File: config.mk
export PLATFORM = sky130hd
export DESIGN_NAME = decode_stage
export DESIGN_NICKNAME = d
export VERILOG_FILES = /design/src/rtl/decode_stage.sv
export SDC_FILE = /design/constraint.sdc
export NUM_CORES = 1
export LEC_CHECK = 0
export CORE_ASPECT_RATIO = 0.5
export CORE_MARGIN = 2
export CORE_UTILIZATION = 35
export CTS_CLUSTER_DIAMETER = 30
export DETAILED_ROUTE_END_ITERATION = 8
export GPL_TIMING_DRIVEN = 0
export PLACE_DENSITY_LB_ADDON = 0.25
export SYNTH_ARGS = -nofsm -noshare
export SYNTH_HDL_FRONTEND = slang
export SYNTH_SLANG_ARGS = --single-unit
export TNS_END_PERCENT = 100
File: constraint.sdc
create_clock -name clk -period 4.8 [get_ports clk]
set_input_delay 0.48 -clock clk [delete_from_list [all_inputs] [get_ports clk]]
set_output_delay 0.48 -clock clk [all_outputs]
set_load 0.01 [all_outputs]
File: src/rtl/decode_stage.sv
// RV32I(M) decode stage with an ID/EX register, valid/ready handshake,
// flush, load-use bubble insertion and illegal-instruction flagging.
module decode_stage #(
  parameter int ENABLE_M         = 1,
  parameter int LOAD_USE_BUBBLES = 1,
  parameter int PC_W             = 32
) (
  input  logic            clk,
  input  logic            rst,
  input  logic            flush,
  input  logic            in_valid,
  output logic            in_ready,
  input  logic [31:0]     in_instr,
  input  logic [PC_W-1:0] in_pc,
  output logic            out_valid,
  input  logic            out_ready,
  output logic [PC_W-1:0] out_pc,
  output logic [4:0]      out_rs1,
  output logic [4:0]      out_rs2,
  output logic [4:0]      out_rd,
  output logic [31:0]     out_imm,
  output logic [4:0]      out_alu_opt,
  output logic            out_alu_a_sel,
  output logic [1:0]      out_alu_b_sel,
  output logic            out_write_reg_enable,
  output logic [1:0]      out_write_ram_flag,
  output logic [2:0]      out_read_ram_flag,
  output logic            out_wb_sel,
  output logic [1:0]      out_pc_condition,
  output logic            out_illegal
);

  localparam logic [1:0] S_EMPTY = 2'd0;
  localparam logic [1:0] S_FULL  = 2'd1;
  localparam logic [1:0] S_STALL = 2'd2;

  localparam logic [6:0] OP_LUI    = 7'b0110111;
  localparam logic [6:0] OP_AUIPC  = 7'b0010111;
  localparam logic [6:0] OP_JAL    = 7'b1101111;
  localparam logic [6:0] OP_JALR   = 7'b1100111;
  localparam logic [6:0] OP_BRANCH = 7'b1100011;
  localparam logic [6:0] OP_LOAD   = 7'b0000011;
  localparam logic [6:0] OP_STORE  = 7'b0100011;
  localparam logic [6:0] OP_IMM    = 7'b0010011;
  localparam logic [6:0] OP_REG    = 7'b0110011;

  localparam logic [4:0] ALU_ADD  = 5'd0,  ALU_SUB  = 5'd1,  ALU_AND = 5'd2;
  localparam logic [4:0] ALU_OR   = 5'd3,  ALU_XOR  = 5'd4,  ALU_SLL = 5'd5;
  localparam logic [4:0] ALU_SLT  = 5'd6,  ALU_SLTU = 5'd7,  ALU_SRL = 5'd8;
  localparam logic [4:0] ALU_SRA  = 5'd9,  ALU_JALR = 5'd10, ALU_BEQ = 5'd11;
  localparam logic [4:0] ALU_LUI  = 5'd17, ALU_MUL  = 5'd18;

  localparam logic [1:0] BUBBLES = 2'(LOAD_USE_BUBBLES);

  typedef struct packed {
    logic [31:0] imm;
    logic [4:0]  alu_opt;
    logic        a_sel;
    logic [1:0]  b_sel;
    logic        wen;
    logic [1:0]  wram;
    logic [2:0]  rram;
    logic        wb_sel;
    logic [1:0]  pcc;
    logic        illegal;
    logic        use_rs1;
    logic        use_rs2;
  } dec_t;

  logic [6:0]  opcode, f7;
  logic [2:0]  f3;
  logic [4:0]  rs1, rs2, rd;
  logic [31:0] imm_i, imm_s, imm_b, imm_u, imm_j;
  dec_t        dec;

  assign opcode = in_instr[6:0];
  assign rd     = in_instr[11:7];
  assign f3     = in_instr[14:12];
  assign rs1    = in_instr[19:15];
  assign rs2    = in_instr[24:20];
  assign f7     = in_instr[31:25];
  assign imm_i  = {{20{in_instr[31]}}, in_instr[31:20]};
  assign imm_s  = {{20{in_instr[31]}}, in_instr[31:25], in_instr[11:7]};
  assign imm_b  = {{19{in_instr[31]}}, in_instr[31], in_instr[7], in_instr[30:25], in_instr[11:8], 1'b0};
  assign imm_u  = {in_instr[31:12], 12'b0};
  assign imm_j  = {{11{in_instr[31]}}, in_instr[31], in_instr[19:12], in_instr[20], in_instr[30:21], 1'b0};

  // NOTE: every field gets a default before the case so no path leaves a latch.
  always_comb begin
    dec         = '0;
    dec.use_rs1 = 1'b1;
    case (opcode)
      OP_LUI:   begin dec.imm = imm_u; dec.alu_opt = ALU_LUI; dec.b_sel = 2'b01; dec.wen = 1'b1; dec.use_rs1 = 1'b0; end
      OP_AUIPC: begin dec.imm = imm_u; dec.a_sel = 1'b1; dec.b_sel = 2'b01; dec.wen = 1'b1; dec.use_rs1 = 1'b0; end
      OP_JAL:   begin dec.imm = imm_j; dec.a_sel = 1'b1; dec.b_sel = 2'b11; dec.wen = 1'b1; dec.pcc = 2'b10; dec.use_rs1 = 1'b0; end
      OP_JALR:  begin dec.imm = imm_i; dec.alu_opt = ALU_JALR; dec.b_sel = 2'b01; dec.wen = 1'b1; dec.pcc = 2'b11; end
      OP_LOAD: begin
        dec.imm = imm_i; dec.b_sel = 2'b01; dec.wen = 1'b1; dec.wb_sel = 1'b1;
        case (f3)
          3'b000:  dec.rram = 3'b111;
          3'b001:  dec.rram = 3'b110;
          3'b010:  dec.rram = 3'b001;
          3'b100:  dec.rram = 3'b011;
          3'b101:  dec.rram = 3'b010;
          default: dec.illegal = 1'b1;
        endcase
      end
      OP_STORE: begin
        dec.imm = imm_s; dec.b_sel = 2'b01; dec.use_rs2 = 1'b1;
        case (f3)
          3'b010:  dec.wram = 2'b01;
          3'b001:  dec.wram = 2'b10;
          3'b000:  dec.wram = 2'b11;
          default: dec.illegal = 1'b1;
        endcase
      end
      OP_BRANCH: begin
        dec.imm = imm_b; dec.pcc = 2'b01; dec.use_rs2 = 1'b1;
        case (f3)
          3'b000, 3'b001: dec.alu_opt = ALU_BEQ + {4'b0, f3[0]};
          3'b010, 3'b011: dec.illegal = 1'b1;
          default:        dec.alu_opt = ALU_BEQ + {2'b0, f3} - 5'd2;
        endcase
      end
      OP_IMM, OP_REG: begin
        dec.wen = 1'b1;
        if (opcode == OP_IMM) begin
          dec.imm = imm_i; dec.b_sel = 2'b01;
        end else begin
          dec.use_rs2 = 1'b1;
        end
        case (f3)
          3'b000:  dec.alu_opt = ALU_ADD;
          3'b001:  dec.alu_opt = ALU_SLL;
          3'b010:  dec.alu_opt = ALU_SLT;
          3'b011:  dec.alu_opt = ALU_SLTU;
          3'b100:  dec.alu_opt = ALU_XOR;
          3'b101:  dec.alu_opt = (f7 == 7'b0100000) ? ALU_SRA : ALU_SRL;
          3'b110:  dec.alu_opt = ALU_OR;
          default: dec.alu_opt = ALU_AND;
        endcase
        // Register-form: the alternate func7 only exists for sub/sra; 0000001 selects M.
        if (opcode == OP_REG) begin
          if (f7 == 7'b0100000 && f3 == 3'b000) dec.alu_opt = ALU_SUB;
          else if (f7 == 7'b0000001 && ENABLE_M != 0) dec.alu_opt = ALU_MUL + {2'b0, f3};
          else if (!(f7 == 7'b0000000 || (f7 == 7'b0100000 && f3 == 3'b101))) dec.illegal = 1'b1;
        end else if ((f3 == 3'b001 && f7 != 7'b0000000) ||
                     (f3 == 3'b101 && f7 != 7'b0000000 && f7 != 7'b0100000)) begin
          dec.illegal = 1'b1;
        end
      end
      default: dec.illegal = 1'b1;
    endcase
    if (dec.illegal) begin
      dec.wen  = 1'b0;
      dec.wram = 2'b00;
      dec.rram = 3'b000;
      dec.pcc  = 2'b00;
    end
  end

  logic [1:0] state, stall_cnt, age, hz_cnt;
  logic [4:0] ld_rd, hz_rd;
  logic       accept, xfer, load_xfer, dep, need_stall;

  assign out_valid  = !rst && !flush && (state == S_FULL);
  assign in_ready   = !rst && !flush && ((state == S_EMPTY) || (state == S_FULL && out_ready));
  assign accept     = in_valid && in_ready;
  assign xfer       = out_valid && out_ready;
  assign load_xfer  = xfer && (out_read_ram_flag != 3'b000) && (out_rd != 5'd0);

  // A load leaving on this very edge is not yet in ld_rd, so compare against it directly.
  assign hz_rd      = load_xfer ? out_rd : ld_rd;
  assign hz_cnt     = load_xfer ? BUBBLES : age;
  assign dep        = (dec.use_rs1 && rs1 != 5'd0 && rs1 == hz_rd) ||
                      (dec.use_rs2 && rs2 != 5'd0 && rs2 == hz_rd);
  assign need_stall = dep && (hz_cnt != 2'd0);

  // NOTE: the ID/EX payload is reset too, so EX sees all-zero fields straight out of reset.
  always_ff @(posedge clk) begin
    if (rst) begin
      state <= S_EMPTY; stall_cnt <= '0; age <= '0; ld_rd <= '0;
      out_pc <= '0; out_rs1 <= '0; out_rs2 <= '0; out_rd <= '0; out_imm <= '0;
      out_alu_opt <= '0; out_alu_a_sel <= 1'b0; out_alu_b_sel <= '0;
      out_write_reg_enable <= 1'b0; out_write_ram_flag <= '0; out_read_ram_flag <= '0;
      out_wb_sel <= 1'b0; out_pc_condition <= '0; out_illegal <= 1'b0;
    end else if (flush) begin
      state <= S_EMPTY; stall_cnt <= '0; age <= '0;
    end else begin
      if (load_xfer) begin
        age   <= BUBBLES;
        ld_rd <= out_rd;
      end else if (age != 2'd0) begin
        age <= age - 2'd1;
      end
      if (accept) begin
        state     <= need_stall ? S_STALL : S_FULL;
        stall_cnt <= need_stall ? hz_cnt : 2'd0;
        out_pc <= in_pc; out_rs1 <= rs1; out_rs2 <= rs2; out_rd <= rd; out_imm <= dec.imm;
        out_alu_opt <= dec.alu_opt; out_alu_a_sel <= dec.a_sel; out_alu_b_sel <= dec.b_sel;
        out_write_reg_enable <= dec.wen; out_write_ram_flag <= dec.wram;
        out_read_ram_flag <= dec.rram; out_wb_sel <= dec.wb_sel;
        out_pc_condition <= dec.pcc; out_illegal <= dec.illegal;
      end else begin
        case (state)
          S_EMPTY: state <= S_EMPTY;
          S_FULL:  if (xfer) state <= S_EMPTY;
          S_STALL: begin
            if (stall_cnt <= 2'd1) begin
              state     <= S_FULL;
              stall_cnt <= 2'd0;
            end else begin
              stall_cnt <= stall_cnt - 2'd1;
            end
          end
          default: state <= S_EMPTY;
        endcase
      end
    end
  end

endmodule

==> summary.txt, run 1 <==
OUTCOME
--------------------------------------------------------------------------------------------------
Result of the run                                                                        completed

GRT
--------------------------------------------------------------------------------------------------
Global-route wire length before repair                                                    26500 um
Total grt overflow                                                                               0
Combined global-route utilization of all metal layers                                        22.1%
Largest net degree at the start of global routing                                               20
Antenna violations before repair                                                                 0
Via count of the first global-routing pass                                                    5010

CRITICAL PATH
--------------------------------------------------------------------------------------------------
Type of origin of the critical path                                                     input port
Reg2Reg Capture Point                                                                 state[0]$_SDFFE_PP0P_
Start point of the critical path                                                      in_instr[14]
Crit path arrival time                                                                     3.46 ns
Crit Path Category                                                                    input port to register
Worst-path fanout max                                                                           10
End of the critical path                                                              out_read_ram_flag[1]$_SDFFE_PP0P_
Number of cells on the worst reg-to-reg path                                                     7
Critical register-to-register path startpoint                                         out_read_ram_flag[0]$_SDFFE_PP0P_
Critical Path End Type                                                                    register
Flop-to-flop setup slack                                                                   2.07 ns
Data required time of the worst path                                                       5.08 ns

DETAILED ROUTING
--------------------------------------------------------------------------------------------------
Count of antenna-violating nets left after detailed routing                                      0
Avg Vias per Cell                                                                             5.22
Met3 Wirelength                                                                            1010 um
Starting DRC count in detailed routing                                                         365
Wire length the detailed router placed on met1                                             8190 um
Routed wire length on met2                                                                 7670 um
Wirelength per Cell                                                                        16.8 um
Number of vias after detailed routing                                                         5321
Uppermost routed layer                                                                        met4
Residual DRC                                                                                     0
Drt pass-1 iters                                                                                 5
Total detailed-routing wirelength                                                         17200 um

SYNTHESIS
--------------------------------------------------------------------------------------------------
Share of flip-flops with an asynchronous set or reset                                           0%
Yosys reg bits                                                                                 108
Post-Syn Area                                                                            5010 um^2
Post-synth top area cell                                                                   dfxtp_1
Portion of synthesized cell area occupied by the leading cell type                           43.1%
Leading register cell type out of synthesis                                                dfxtp_1
Top cells by area in the synthesized netlist                                          dfxtp_1 43%, a21oi_1 9.7%, nand2_1 9.2%, nor2_1 6.6%, a22oi_1 3.4%
Cell count after synthesis                                                                     644
Number of unique standard cell types used by synthesis                                          67
Net count after synthesis                                                                      722
Post-synth EDFFs                                                                                 0
Number of warnings printed during yosys synthesis                                                0
Sequential fraction of the synthesis area                                                    43.1%
Mean area per synthesized cell                                                           7.78 um^2

FLOORPLANNING
--------------------------------------------------------------------------------------------------
Area of the die                                                                         15400 um^2
Horizontal die dimension                                                                    173 um
Number of standard-cell rows in the floorplan                                                   30
Boundary pin count                                                                             168
Starting Density                                                                             36.4%
Core box area                                                                           13800 um^2
Die Span Y                                                                                 88.6 um

CLOCK NETWORK
--------------------------------------------------------------------------------------------------
Clock latency on the worst-skew pair                                                       0.35 ns
CTS Sinks                                                                                      108
Count of hold-fix buffers inserted at cts                                                        0
Clock Path Buffers                                                                               2
Clock Root Buffer                                                                        clkbuf_16
Number of buffers created by CTS                                                                 9
Setup fix buffers added after clock tree synthesis                                               0
Clock tree from TritonCTS                                                                    built
Clock transition time at the flip-flop clock pins of the worst setup and hold paths        0.08 ns
H-tree levels                                                                                    3
Cts repair resizes                                                                               0

STA
--------------------------------------------------------------------------------------------------
Final setup violation count                                                                      0
Clock tree skew after final layout                                                      0.00604 ns
Final total negative setup slack                                                              0 ns
Clock period minus worst slack                                                             3.18 ns
Hold Worst Slack                                                                          0.455 ns
Relative slew slack                                                                          24.3%
Pin slew with the least headroom to its limit                                              1.13 ns
Worst setup margin                                                                         1.62 ns
Final Cycle Share                                                                            66.2%
Maximum achievable frequency                                                               315 MHz
Number of max-slew violations in the final report                                                0
Unrepaired setup endpoints after global routing                                              false
Final Hold Viols                                                                                 0

POWER AND IR DROP
--------------------------------------------------------------------------------------------------
Leak pwr                                                                                0.00247 uW
Worst ir drop on vdd                                                                      0.209 mV
Ratio of total power to cell area                                                      266 nW/um^2

PLACE
--------------------------------------------------------------------------------------------------
Worst setup timing slack at the placement stage                                            1.35 ns
Area of placed instances                                                                 6920 um^2
Input/output buffers                                                                           167
Half-perimeter wire length of the detailed placement result                               13000 um
Placer Congestion                                                                            0.897

FINAL LAYOUT
--------------------------------------------------------------------------------------------------
Area growth from synthesis to layout                                                         43.9%
Net count, final                                                                               900
Antenna diode count                                                                              0
End-of-flow core utilization                                                                 52.3%
Share of final-layout standard cells stronger than drive strength 1                          4.35%
Filler cell count in the final layout                                                         1382
Final design area excluding fillers                                                      7210 um^2
FF+latch area                                                                            2160 um^2
Multi-input logic area                                                                   2640 um^2

JOB
--------------------------------------------------------------------------------------------------
Number of maximum-capacitance violations                                                         0

MIN PATH
--------------------------------------------------------------------------------------------------
Path category of the worst min-delay check                                            register to register

## critical path, cell delays in order
cell and delay (ns):
clkdlybuf4s50_1 0.55, clkbuf_1 0.28, inv_1 0.22, ha_1 0.18, clkbuf_1 0.37, o31a_1 0.21, o32ai_1 0.09, nor4b_2 0.58
and2_1 0.27, o21ai_0 0.10, a21oi_1 0.13
## sequential cells by signal (all words and copies together) (netlist names)
name	count
age	2
ld_rd	5
out_alu_a_sel	1
out_alu_b_sel	2
out_alu_opt	5
out_illegal	1
out_imm	32
out_pc	32
out_pc_condition	2
out_rd	5
out_read_ram_flag	3
out_rs1	5
out_rs2	5
out_wb_sel	1
out_write_ram_flag	2
out_write_reg_enable	1
stall_cnt	2
state	2
## final cells by class
cell class	count	share of cell area, %
inverter	12	0.642
clock buffer	10	3.18
clock inverter	6	0.798
sequential	108	30.0
tap	192	3.33
multi-input combinational	484	36.7
timing repair buffer	167	23.2
buffer	40	2.22
## worst min path at each step
stage                                   start                         to  slack [ns]  cells after the start
floorplan           stall_cnt[1]$_SDFFE_PP0P_  stall_cnt[1]$_SDFFE_PP0P_        0.48                      2
global placement      out_pc[30]$_SDFFE_PP0P_    out_pc[30]$_SDFFE_PP0P_        0.44                      2
detailed placement     out_pc[0]$_SDFFE_PP0P_     out_pc[0]$_SDFFE_PP0P_        0.45                      2
CTS                    out_pc[0]$_SDFFE_PP0P_     out_pc[0]$_SDFFE_PP0P_        0.46                      2
global route           out_pc[5]$_SDFFE_PP0P_     out_pc[5]$_SDFFE_PP0P_        0.47                      2
finish                out_pc[21]$_SDFFE_PP0P_    out_pc[21]$_SDFFE_PP0P_        0.45                      2
## where the power goes
part | internal, uW | switching, uW
Clock | 363 | 366
Combinational | 122 | 140
Sequential | 913 | 11.5
Total | 1400 | 517
## cell usage in the layout, fill, tap and decap left out, types with 5 or more instances in the layout
master and count:
a21oi_1 97, a22oi_1 23, a2bb2oi_1 11, a31oi_1 6
and2_1 5, clkbuf_1 38, clkbuf_16 9, clkdlybuf4s50_1 167
dfxtp_1 108, ha_1 9, inv_1 11, nand2_1 123
nand3_1 8, nor2_1 88, nor3_1 9, o21ai_0 11
xor2_1 6
## per-layer routing
layer  vias to the layer above  track usage (%)
met3                        23             5.07
met1                      2516             29.6
met2                       170             36.4
li1                       2612                -
met5                         -                0
met4                         0             6.09
## Yosys cell counts (3+ instances only)
master / count
nand4_1: 3
nor2_1: 88
a31oi_1: 6
ha_1: 9
and2_1: 5
o22ai_1: 3
nand2b_1: 3
clkbuf_1: 37
a22oi_1: 23
a211oi_1: 4
nor4_1: 3
or3_1: 3
nand3_1: 8
or2_2: 4
o21ai_0: 11
and3_1: 3
a21oi_1: 97
nor3b_1: 4
a2bb2oi_1: 11
nand2_1: 123
nor3_1: 9
nor2b_1: 4
dfxtp_1: 108
xor2_1: 6
inv_1: 11
nand3b_1: 3
o21ai_1: 4
## through the flow
step / instances / power (uW)
after CTS: 1019 / 1930
final: 1019 / 1920
after floorplan: 644 / 1060
after global routing: 1019 / 1990
after detailed placement: 1003 / 1210
after global placement: 1003 / 1200
## kinds of logic after synthesis
kind of cell	share of synthesized area, %
simple gates	24.5
xor+xnor	1.22
mux	0.449
fa+ha+maj	2.25
flops	43.1
buf+inv	4.12
compound gates	24.3
(Power assumes the default switching activity.)
==> inputs of run 2 (changes only) <==
Clock period 4.8 ns to 2.6 ns, I/O delays scaled along.
==> summary.txt, run 2 (synthesis results as in run 1) <==
OUTCOME
--------------------------------------------------------------------------------------------------
Result of the run                                                                        completed

CLOCK NETWORK
--------------------------------------------------------------------------------------------------
Clock tree from TritonCTS                                                                    built
Clock Path Buffers                                                                               2
H-tree levels                                                                                    3
Clock transition time at the flip-flop clock pins of the worst setup and hold paths        0.08 ns
Count of hold-fix buffers inserted at cts                                                        0
Clock Root Buffer                                                                        clkbuf_16
CTS Sinks                                                                                      108
Clock latency on the worst-skew pair                                                       0.34 ns
Number of buffers created by CTS                                                                 9

GRT
--------------------------------------------------------------------------------------------------
Largest net degree at the start of global routing                                               20
Antenna violations before repair                                                                 0
Total grt overflow                                                                               0
Combined global-route utilization of all metal layers                                        22.1%
Via count of the first global-routing pass                                                    5023
Global-route wire length before repair                                                    26500 um

DETAILED ROUTING
--------------------------------------------------------------------------------------------------
Wirelength per Cell                                                                        16.8 um
Number of vias after detailed routing                                                         5327
Count of antenna-violating nets left after detailed routing                                      0
Residual DRC                                                                                     0
Avg Vias per Cell                                                                             5.23
Total detailed-routing wirelength                                                         17100 um
Drt pass-1 iters                                                                                 5
Starting DRC count in detailed routing                                                         302

PLACE
--------------------------------------------------------------------------------------------------
Placer Congestion                                                                            0.897
Area of placed instances                                                                 6920 um^2
Input/output buffers                                                                           167
Placed cells                                                                                  1003
Half-perimeter wire length of the detailed placement result                               13000 um

FLOORPLANNING
--------------------------------------------------------------------------------------------------
Boundary pin count                                                                             168
Die Span Y                                                                                 88.6 um
Starting Density                                                                             36.4%
Core box area                                                                           13800 um^2
Number of standard-cell rows in the floorplan                                                   30
Area of the die                                                                         15400 um^2
Horizontal die dimension                                                                    173 um

FINAL LAYOUT
--------------------------------------------------------------------------------------------------
Top Registers                                                                         out_imm (32), out_pc (32)
Commonest non-fill, non-tap cell in the layout                                        clkdlybuf4s50_1
Antenna diode count                                                                              0
Final design area excluding fillers                                                      7300 um^2
Share of final-layout standard cells stronger than drive strength 1                          6.65%
Area growth from synthesis to layout                                                         45.6%
End-of-flow core utilization                                                                 53.0%
Net count, final                                                                               900
Most frequent cells in the layout                                                     166 x clkdlybuf4s50_1, 122 x nand2_1, 108 x dfxtp_1
Final standard cell count with taps included and fillers excluded                             1019

CRITICAL PATH
--------------------------------------------------------------------------------------------------
Number of cells on the worst reg-to-reg path                                                     8
Worst-path fanout max                                                                            8
Critical Path End Type                                                                    register
Type of origin of the critical path                                                     input port
End of the critical path                                                              out_read_ram_flag[0]$_SDFFE_PP0P_
Number of buffers and inverters on the critical path                                             2
Worst-path cell with the longest stage delay                                          clkdlybuf4s50_1
Critical register-to-register path startpoint                                         out_read_ram_flag[0]$_SDFFE_PP0P_
Cells traversed along the worst timing path                                           clkdlybuf4s50_1, inv_1, ha_1, nand4bb_1, a211oi_2, a2111oi_2, nor4b_4, and2_1, a22oi_1, nor2_1
Worst stage delay on the critical path                                                     0.67 ns
Cell class contributing the biggest share of worst-path delay                         buffers and inverters
CP Depth                                                                                        10
Start point of the critical path                                                      in_instr[12]
Reg2Reg Capture Point                                                                 state[0]$_SDFFE_PP0P_
Flop-to-flop setup slack                                                                   0.19 ns
Crit path arrival time                                                                     2.69 ns
Data required time of the worst path                                                       2.81 ns
Crit Path Category                                                                    input port to register

STA
--------------------------------------------------------------------------------------------------
Clock tree skew after final layout                                                      0.00679 ns
Final Cycle Share                                                                            95.4%
Clock period minus worst slack                                                             2.48 ns
Hold Worst Slack                                                                          0.451 ns
Pin slew with the least headroom to its limit                                             0.662 ns
Maximum achievable frequency                                                               403 MHz
Relative slew slack                                                                          55.9%
Unrepaired setup endpoints after global routing                                              false
Final setup violation count                                                                      0
Number of max-slew violations in the final report                                                0
Final total negative setup slack                                                              0 ns
Final Hold Viols                                                                                 0

POWER AND IR DROP
--------------------------------------------------------------------------------------------------
Power share of the clock group                                                               37.9%
Leak pwr                                                                                0.00251 uW
Cell-internal power                                                                        2590 uW
Sequential Power Share                                                                       48.2%
Worst ir drop on vdd                                                                      0.392 mV
Ratio of total power to cell area                                                      486 nW/um^2
Switching portion of total power                                                             27.0%
Combinational power share                                                                    13.9%
Net switching power                                                                         957 uW

JOB
--------------------------------------------------------------------------------------------------
Number of maximum-capacitance violations                                                         0

MIN PATH
--------------------------------------------------------------------------------------------------
Path category of the worst min-delay check                                            input port to register

## run 2: changes by cell type in the layout (fill, tap and decap cells not counted), moves of 2 or more
cell | previous run | this run
nor4_1 | 3 | 1
a2111oi_0 | 2 | 0
clkbuf_4 | 0 | 2
clkbuf_1 | 38 | 30
nor4_2 | 1 | 3
a2111oi_2 | 1 | 3
clkbuf_2 | 0 | 6
## run 2: worst min-delay path: cells and delay by family
| kind | cells | cell delay (ns) |
|---|---|---|
| compound gates | 1 | 0.05 |
| buf+inv | 1 | 0.39 |
| simple gates | 1 | 0.05 |
## run 2: area by class of cell
| class | count | area (um^2) |
|---|---|---|
| buffer | 39 | 170 |
| fill | 1374 | 6480 |
| clock buffer | 10 | 229 |
| sequential | 108 | 2160 |
| timing repair buffer | 168 | 1680 |
| inverter | 12 | 46.3 |
| clock inverter | 6 | 57.6 |
| tap | 192 | 240 |
| multi-input combinational | 484 | 2710 |
## run 2: worst min-delay path by stage
| stage | from | to | slack, ns | depth (start not counted) |
|---|---|---|---|---|
| after floorplan | in_pc[0] | out_pc[0]$_SDFFE_PP0P_ | 0.40 | 2 |
| after global placement | out_pc[30]$_SDFFE_PP0P_ | out_pc[30]$_SDFFE_PP0P_ | 0.44 | 2 |
| after detailed placement | out_pc[0]$_SDFFE_PP0P_ | out_pc[0]$_SDFFE_PP0P_ | 0.45 | 2 |
| after CTS | in_pc[23] | out_pc[23]$_SDFFE_PP0P_ | 0.45 | 3 |
| after global routing | in_pc[23] | out_pc[23]$_SDFFE_PP0P_ | 0.45 | 3 |
| final | in_pc[23] | out_pc[23]$_SDFFE_PP0P_ | 0.45 | 3 |
## run 2: stage by stage
stage | total power [uW] | worst slack, ns
global route | 3680 | 0.00258
global placement | 2220 | -0.686
detailed placement | 2230 | -0.627
finish | 3540 | 0.120
CTS | 3560 | -0.00823
floorplan | 1960 | 0.365
## run 2: layer usage
layer  global-route usage [%]  up-vias  share of wire, %
met5                        0        -                 0
met4                     5.55        0               1.5
met3                     5.24       20               6.2
met2                     36.3      166                45
met1                     29.7     2532                47
li1                         -     2609                 -
## run 2: power groups by stage
stage	sequential (uW)	combinational [uW]	clock, uW
detailed placement	1750	480	0
global placement	1750	476	0
floorplan	1760	206	0
CTS	1710	483	1370
finish	1710	493	1340
global route	1710	535	1430
## run 2: timing repair
item                                    in CTS  in global routing
endpoints found under the setup margin      19                 51
buffers inserted                             1                  0
gates resized for setup                      8                 23
pin swaps                                    1                  0
